<file path="config.mk">
export PLATFORM = sky130hd
export DESIGN_NAME = fp_stream_accumulator
export DESIGN_NICKNAME = d
export VERILOG_FILES = /design/src/rtl/adder_floating_point.sv /design/src/rtl/fp_stream_accumulator.sv
export SDC_FILE = /design/constraint.sdc
export NUM_CORES = 1
export LEC_CHECK = 0
export BUFFER_PORTS_ARGS = -buffer_cell sky130_fd_sc_hd__buf_2
export CAP_MARGIN = 5
export CORE_MARGIN = 2
export CORE_UTILIZATION = 40
export CTS_CLUSTER_DIAMETER = 60
export DETAILED_ROUTE_END_ITERATION = 8
export SLEW_MARGIN = 20
export SYNTH_ARGS = -nofsm -noshare
export SYNTH_HDL_FRONTEND = slang
export SYNTH_SLANG_ARGS = --single-unit
</file>
<file path="constraint.sdc">
create_clock -name clk_i -period 19.18 [get_ports clk_i]
set_input_delay 0.959 -clock clk_i [delete_from_list [all_inputs] [get_ports clk_i]]
set_output_delay 0.959 -clock clk_i [all_outputs]
set_load 0.02 [all_outputs]
</file>
<file path="src/rtl/adder_floating_point.sv">
// Combinational IEEE-754 single-precision add/subtract, round-to-nearest-even.
// Subnormals are flushed to zero on input and output; NaN results are the canonical 7FC00000.
module adder_floating_point (
  input  logic [31:0] a_i,
  input  logic [31:0] b_i,
  input  logic        sub_i,
  output logic [31:0] op_o,
  output logic        over_o,
  output logic        under_o
);

  logic              b_sign, a_nan, b_nan, a_inf, b_inf, swap, eff_sub, s_big, sticky, rnd_up;
  logic [7:0]        e_big, e_sml, e_diff;
  logic [23:0]       m_a, m_b, m_big, m_sml;
  logic [26:0]       m_aln, m_nrm;
  logic [27:0]       m_sum;
  logic [24:0]       m_rnd;
  logic [4:0]        lz;
  logic signed [9:0] e_nrm, e_fin;

  assign b_sign  = b_i[31] ^ sub_i;
  assign a_nan   = (&a_i[30:23]) & (|a_i[22:0]);
  assign b_nan   = (&b_i[30:23]) & (|b_i[22:0]);
  assign a_inf   = (&a_i[30:23]) & ~(|a_i[22:0]);
  assign b_inf   = (&b_i[30:23]) & ~(|b_i[22:0]);
  // A zero exponent drops the hidden bit and fraction, so subnormals act as zero.
  assign m_a     = (|a_i[30:23]) ? {1'b1, a_i[22:0]} : 24'd0;
  assign m_b     = (|b_i[30:23]) ? {1'b1, b_i[22:0]} : 24'd0;
  assign swap    = b_i[30:0] > a_i[30:0];
  assign e_big   = swap ? b_i[30:23] : a_i[30:23];
  assign e_sml   = swap ? a_i[30:23] : b_i[30:23];
  assign m_big   = swap ? m_b : m_a;
  assign m_sml   = swap ? m_a : m_b;
  assign s_big   = swap ? b_sign : a_i[31];
  assign eff_sub = a_i[31] ^ b_sign;
  assign e_diff  = e_big - e_sml;

  always_comb begin
    m_aln    = {m_sml, 3'b000} >> e_diff;
    sticky   = |({m_sml, 3'b000} & ~(27'h7FF_FFFF << e_diff));
    m_aln[0] = m_aln[0] | sticky;
    m_sum    = eff_sub ? {1'b0, m_big, 3'b000} - {1'b0, m_aln}
                       : {1'b0, m_big, 3'b000} + {1'b0, m_aln};
    lz = '0;
    for (int i = 0; i < 27; i++) begin
      if (m_sum[i]) lz = 5'(26 - i);
    end
    if (m_sum[27]) begin
      m_nrm = {m_sum[27:2], |m_sum[1:0]};
      e_nrm = $signed({2'b00, e_big}) + 10'sd1;
    end else begin
      m_nrm = m_sum[26:0] << lz;
      e_nrm = $signed({2'b00, e_big}) - $signed({5'd0, lz});
    end
    rnd_up = m_nrm[2] & (m_nrm[3] | m_nrm[1] | m_nrm[0]);
    m_rnd  = {1'b0, m_nrm[26:3]} + {24'd0, rnd_up};
    e_fin  = e_nrm + $signed({9'd0, m_rnd[24]});

    over_o  = 1'b0;
    under_o = 1'b0;
    if (a_nan || b_nan || (a_inf && b_inf && eff_sub)) begin
      op_o = 32'h7FC0_0000;
    end else if (a_inf) begin
      op_o = a_i;
    end else if (b_inf) begin
      op_o = {b_sign, b_i[30:0]};
    end else if (m_sum == '0) begin
      op_o = '0;
    end else if (e_fin >= 10'sd255) begin
      over_o = 1'b1;
      op_o   = {s_big, 8'hFF, 23'd0};
    end else if (e_fin <= 10'sd0) begin
      under_o = 1'b1;
      op_o    = {s_big, 31'd0};
    end else begin
      op_o = {s_big, e_fin[7:0], m_rnd[24] ? m_rnd[23:1] : m_rnd[22:0]};
    end
  end

endmodule

</file>
<file path="src/rtl/fp_stream_accumulator.sv">
// Streaming float accumulator: sums a packet of operands and presents sum, beat count and
// sticky flags. Define FP_ACC_NAN_STICKY_EN to build the sticky NaN-input flag on out_nan_o.
module fp_stream_accumulator #(
  parameter int unsigned CNT_W    = 8,
  parameter logic [31:0] INIT_SUM = 32'h0000_0000
) (
  input  logic             clk_i,
  input  logic             rst_i,
  input  logic             in_valid_i,
  output logic             in_ready_o,
  input  logic [31:0]      in_data_i,
  input  logic             in_sub_i,
  input  logic             in_last_i,
  output logic             out_valid_o,
  input  logic             out_ready_i,
  output logic [31:0]      out_sum_o,
  output logic [CNT_W-1:0] out_count_o,
  output logic             out_over_o,
  output logic             out_under_o,
  output logic             out_nan_o
);

  typedef enum logic {StAcc, StHold} state_e;

  state_e           state_q, state_d;
  logic [31:0]      acc_q, acc_d;
  logic [CNT_W-1:0] cnt_q, cnt_d;
  logic             over_q, over_d, under_q, under_d;
  logic [31:0]      add_op;
  logic             add_over, add_under;

  adder_floating_point u_adder (
    .a_i     (acc_q),
    .b_i     (in_data_i),
    .sub_i   (in_sub_i),
    .op_o    (add_op),
    .over_o  (add_over),
    .under_o (add_under)
  );

  assign in_ready_o  = (state_q == StAcc);
  assign out_valid_o = (state_q == StHold);
  assign out_sum_o   = acc_q;
  assign out_count_o = cnt_q;
  assign out_over_o  = over_q;
  assign out_under_o = under_q;

  always_comb begin
    state_d = state_q;
    acc_d   = acc_q;
    cnt_d   = cnt_q;
    over_d  = over_q;
    under_d = under_q;
    unique case (state_q)
      StAcc: begin
        if (in_valid_i) begin
          acc_d   = add_op;
          cnt_d   = (&cnt_q) ? cnt_q : cnt_q + CNT_W'(1);
          over_d  = over_q | add_over;
          under_d = under_q | add_under;
          if (in_last_i) state_d = StHold;
        end
      end
      StHold: begin
        if (out_ready_i) begin
          acc_d   = INIT_SUM;
          cnt_d   = '0;
          over_d  = 1'b0;
          under_d = 1'b0;
          state_d = StAcc;
        end
      end
    endcase
  end

  always_ff @(posedge clk_i) begin
    if (rst_i) begin
      state_q <= StAcc;
      acc_q   <= INIT_SUM;
      cnt_q   <= '0;
      over_q  <= 1'b0;
      under_q <= 1'b0;
    end else begin
      state_q <= state_d;
      acc_q   <= acc_d;
      cnt_q   <= cnt_d;
      over_q  <= over_d;
      under_q <= under_d;
    end
  end

`ifdef FP_ACC_NAN_STICKY_EN
  logic nan_q;
  logic in_nan;

  assign in_nan = (&in_data_i[30:23]) & (|in_data_i[22:0]);

  always_ff @(posedge clk_i) begin
    if (rst_i) begin
      nan_q <= 1'b0;
    end else if (state_q == StAcc && in_valid_i && in_nan) begin
      nan_q <= 1'b1;
    end else if (state_q == StHold && out_ready_i) begin
      nan_q <= 1'b0;
    end
  end

  assign out_nan_o = nan_q;
`else
  assign out_nan_o = 1'b0;
`endif

endmodule

</file>
==> results.json <==
{
  "vias": 17600,
  "status": "completed",
  "cts_htree_levels": 2,
  "clock_path_buffers": 2,
  "rsz0062_at_grt": "no",
  "postCtsSetupBuffers": 0,
  "cts_sinks": 43,
  "area_growth_pct": 6.41,
  "synthesis.area_um2": 13900,
  "max_slew_margin": 0.313,
  "io_pins": 83,
  "cap_violations": 0,
  "timing.final.crit_period_ps": 16740,
  "die_x_um": 191,
  "ant_nets": 0,
  "worst_slew_pin_slew_ps": 1020,
  "crit_type": "in2reg",
  "antenna_cells": 0,
  "antenna_found_initial": 0,
  "port_buffers": 81,
  "cp_max_fo": 38,
  "first_global_vias": 16400,
  "grt_max_degree": 65,
  "drv_slew": 0,
  "seq_area_frac_synth": 0.0618,
  "cp.required_ps": 19390,
  "place_congestion": 1.06,
  "grt-ovfl-total": 0,
  "synth_warnings": 0,
  "synth_edf_count": 0,
  "drive_gt1_frac": 0.114,
  "cp.arrival_ps": 16950,
  "end_kind": "flip-flop",
  "cts_tree": "yes",
  "drc": 0,
  "wirelength_um": 68600,
  "start_kind": "input port",
  "viasPerCell": 6.93,
  "cts_resized": 0,
  "synth_ff_type": "dfxtp_1",
  "final_nets": 2216,
  "grt_usage": 0.366,
  "critical-path-slowest-cell": "a2111oi_0",
  "die_h_um": 191,
  "cts_root_buffer": "clkbuf_16",
  "first_pass_iters": 6,
  "grt_pass1_wl_um": 103000,
  "synthCells": 2092,
  "ys_types": 118,
  "synth-seq-cells": 43,
  "hold_violations": 0,
  "core_um2": 34500,
  "synth_fp_nets": 2223,
  "setup_viol": 0,
  "cts_hold_buf": 0,
  "cpPeakStageDelay_ps": 880,
  "async_reset_ff_frac": 0,
  "period_share": 0.873,
  "rows": 68,
  "insertion_delay_ps": 290,
  "crit_path_frequent_cell": "a21oi_1",
  "drtIter0Drc": 2235,
  "fmax_ghz": 0.0598,
  "clk_pin_slew_ps": 60,
  "hpwl_um": 53800,
  "dieArea_um2": 36400,
  "syn_area_per_cell_um2": 6.66,
  "cts_buffers": 5,
  "wl_per_cell_um": 27.0,
  "hold_slack_ps": 481,
  "initial_core_util": 0.404,
  "fin_tns_setup_ps": 0,
  "hp-class": "reg2reg",
  "finClkSkew_ps": 10.4
}
==> layer usage <==
metal	GRT usage	wire [um]
met3	0.0777	8030
met5	0	0
met1	0.494	28200
met4	0.130	3060
met2	0.571	29400
==> kinds of logic after synthesis <==
logic type,Yosys count,synth area share
mux,91,0.0760
xor+xnor,63,0.0396
compound gates,727,0.375
flops,43,0.0618
other cells,1,0.000269
fa+ha+maj,94,0.0853
buf+inv,249,0.0759
simple gates,824,0.286
==> worst paths after layout <==
path / slack [ps] / from / depth (start not counted) / to
setup reg to reg: 2650 / out_sum_o[23]$_SDFFE_PP0P_ / 54 / out_sum_o[17]$_SDFFE_PP0P_
hold / removal: 480 / out_over_o$_SDFFE_PP0P_ / 2 / out_over_o$_SDFFE_PP0P_
setup / recovery: 2440 / in_data_i[23] / 54 / out_sum_o[17]$_SDFFE_PP0P_
hold reg to reg: 480 / out_over_o$_SDFFE_PP0P_ / 2 / out_over_o$_SDFFE_PP0P_
==> cell type report <==
class,instances,area [um2]
clock inverters,3,71.3
flip-flops and latches,43,861
well taps,455,569
fillers,3687,19600
multi-input cells,1800,12100
repair buffers,118,681
inverters,117,445
clock buffers,5,125
==> per-stage QoR <==
| step | area (um2) | setup WS [ps] | std cells | util |
|---|---|---|---|---|
| 2_1_floorplan | 13900 | 4210 | 2092 | - |
| 3_3_place_gp | 14600 | 3050 | 2532 | 0.425 |
| 3_5_place_dp | 14600 | 2850 | 2533 | 0.425 |
| 4_1_cts | 14800 | 3040 | 2541 | 0.430 |
| 5_1_grt | 14800 | 1200 | 2541 | 0.430 |
| 6_report | 14800 | 2440 | 2541 | 0.430 |
==> critical path, delay by kind of cell <==
| family | cells | cell delay, ps |
|---|---|---|
| AO/OA/AOI/OAI | 26 | 7690 |
| AND/OR/NAND/NOR | 17 | 5120 |
| buffers and inverters | 5 | 1380 |
| adder cells (fa/ha/maj) | 4 | 1240 |
| multiplexers | 2 | 500 |
==> synthesized netlist by cell type, drive strengths merged (10+ instances only) <==
library cell	instances	share of area
nand4	36	0.018
a22oi	35	0.019
and2	21	0.0096
o22ai	24	0.011
nand2b	19	0.0085
a21o	42	0.023
mux4	10	0.016
nor2	219	0.060
a2111oi	12	0.0099
mux2i	62	0.045
xnor2	33	0.021
mux2	19	0.015
nor3	72	0.027
buf	59	0.024
a21oi	154	0.058
a21boi	10	0.0054
xor2	30	0.019
nor4	23	0.013
o21ai	123	0.045
ha	91	0.082
o221ai	13	0.0082
o2111ai	12	0.0080
a31oi	28	0.013
a211oi	30	0.017
o211ai	52	0.029
clkbuf	73	0.020
nand2	260	0.070
nand3	82	0.031
a22o	29	0.018
or3	16	0.0072
or2	10	0.0045
inv	114	0.031
a221oi	12	0.0092
a32oi	10	0.0063
dfxtp	43	0.062
a311oi	11	0.0082
o31ai	17	0.011
and3	25	0.011
o21a	17	0.0097
==> registers in the layout (all words and copies together) (netlist names) <==
register and cells:
out_count_o 8, out_under_o 1, out_over_o 1, out_sum_o 32, out_valid_o 1
==> layout by cell type (no fill, tap or decap), types with 11 or more instances in the layout <==
cell and n:
mux2i_1 62, nor4_1 18, and3_1 25, xnor2_1 32, o221ai_1 13, a21oi_1 148
inv_1 110, nand3_1 79, o22ai_1 24, o2111ai_1 11, and2_1 20, o31ai_1 14
o21ai_0 105, ha_1 90, dfxtp_1 43, nand2_1 258, or3_1 16, nor3_1 69
nand4_1 33, a22oi_1 35, mux2_2 19, nor2_1 217, a31oi_1 28, buf_4 36
xor2_1 29, o21a_1 16, a211oi_1 27, a22o_1 29, o211ai_1 50, o21ai_1 16
buf_2 82, a21o_1 42, nand2b_1 19
Power is not shown: default switching activity piles up to over one toggle a cycle in this logic, so the estimate is an artifact.
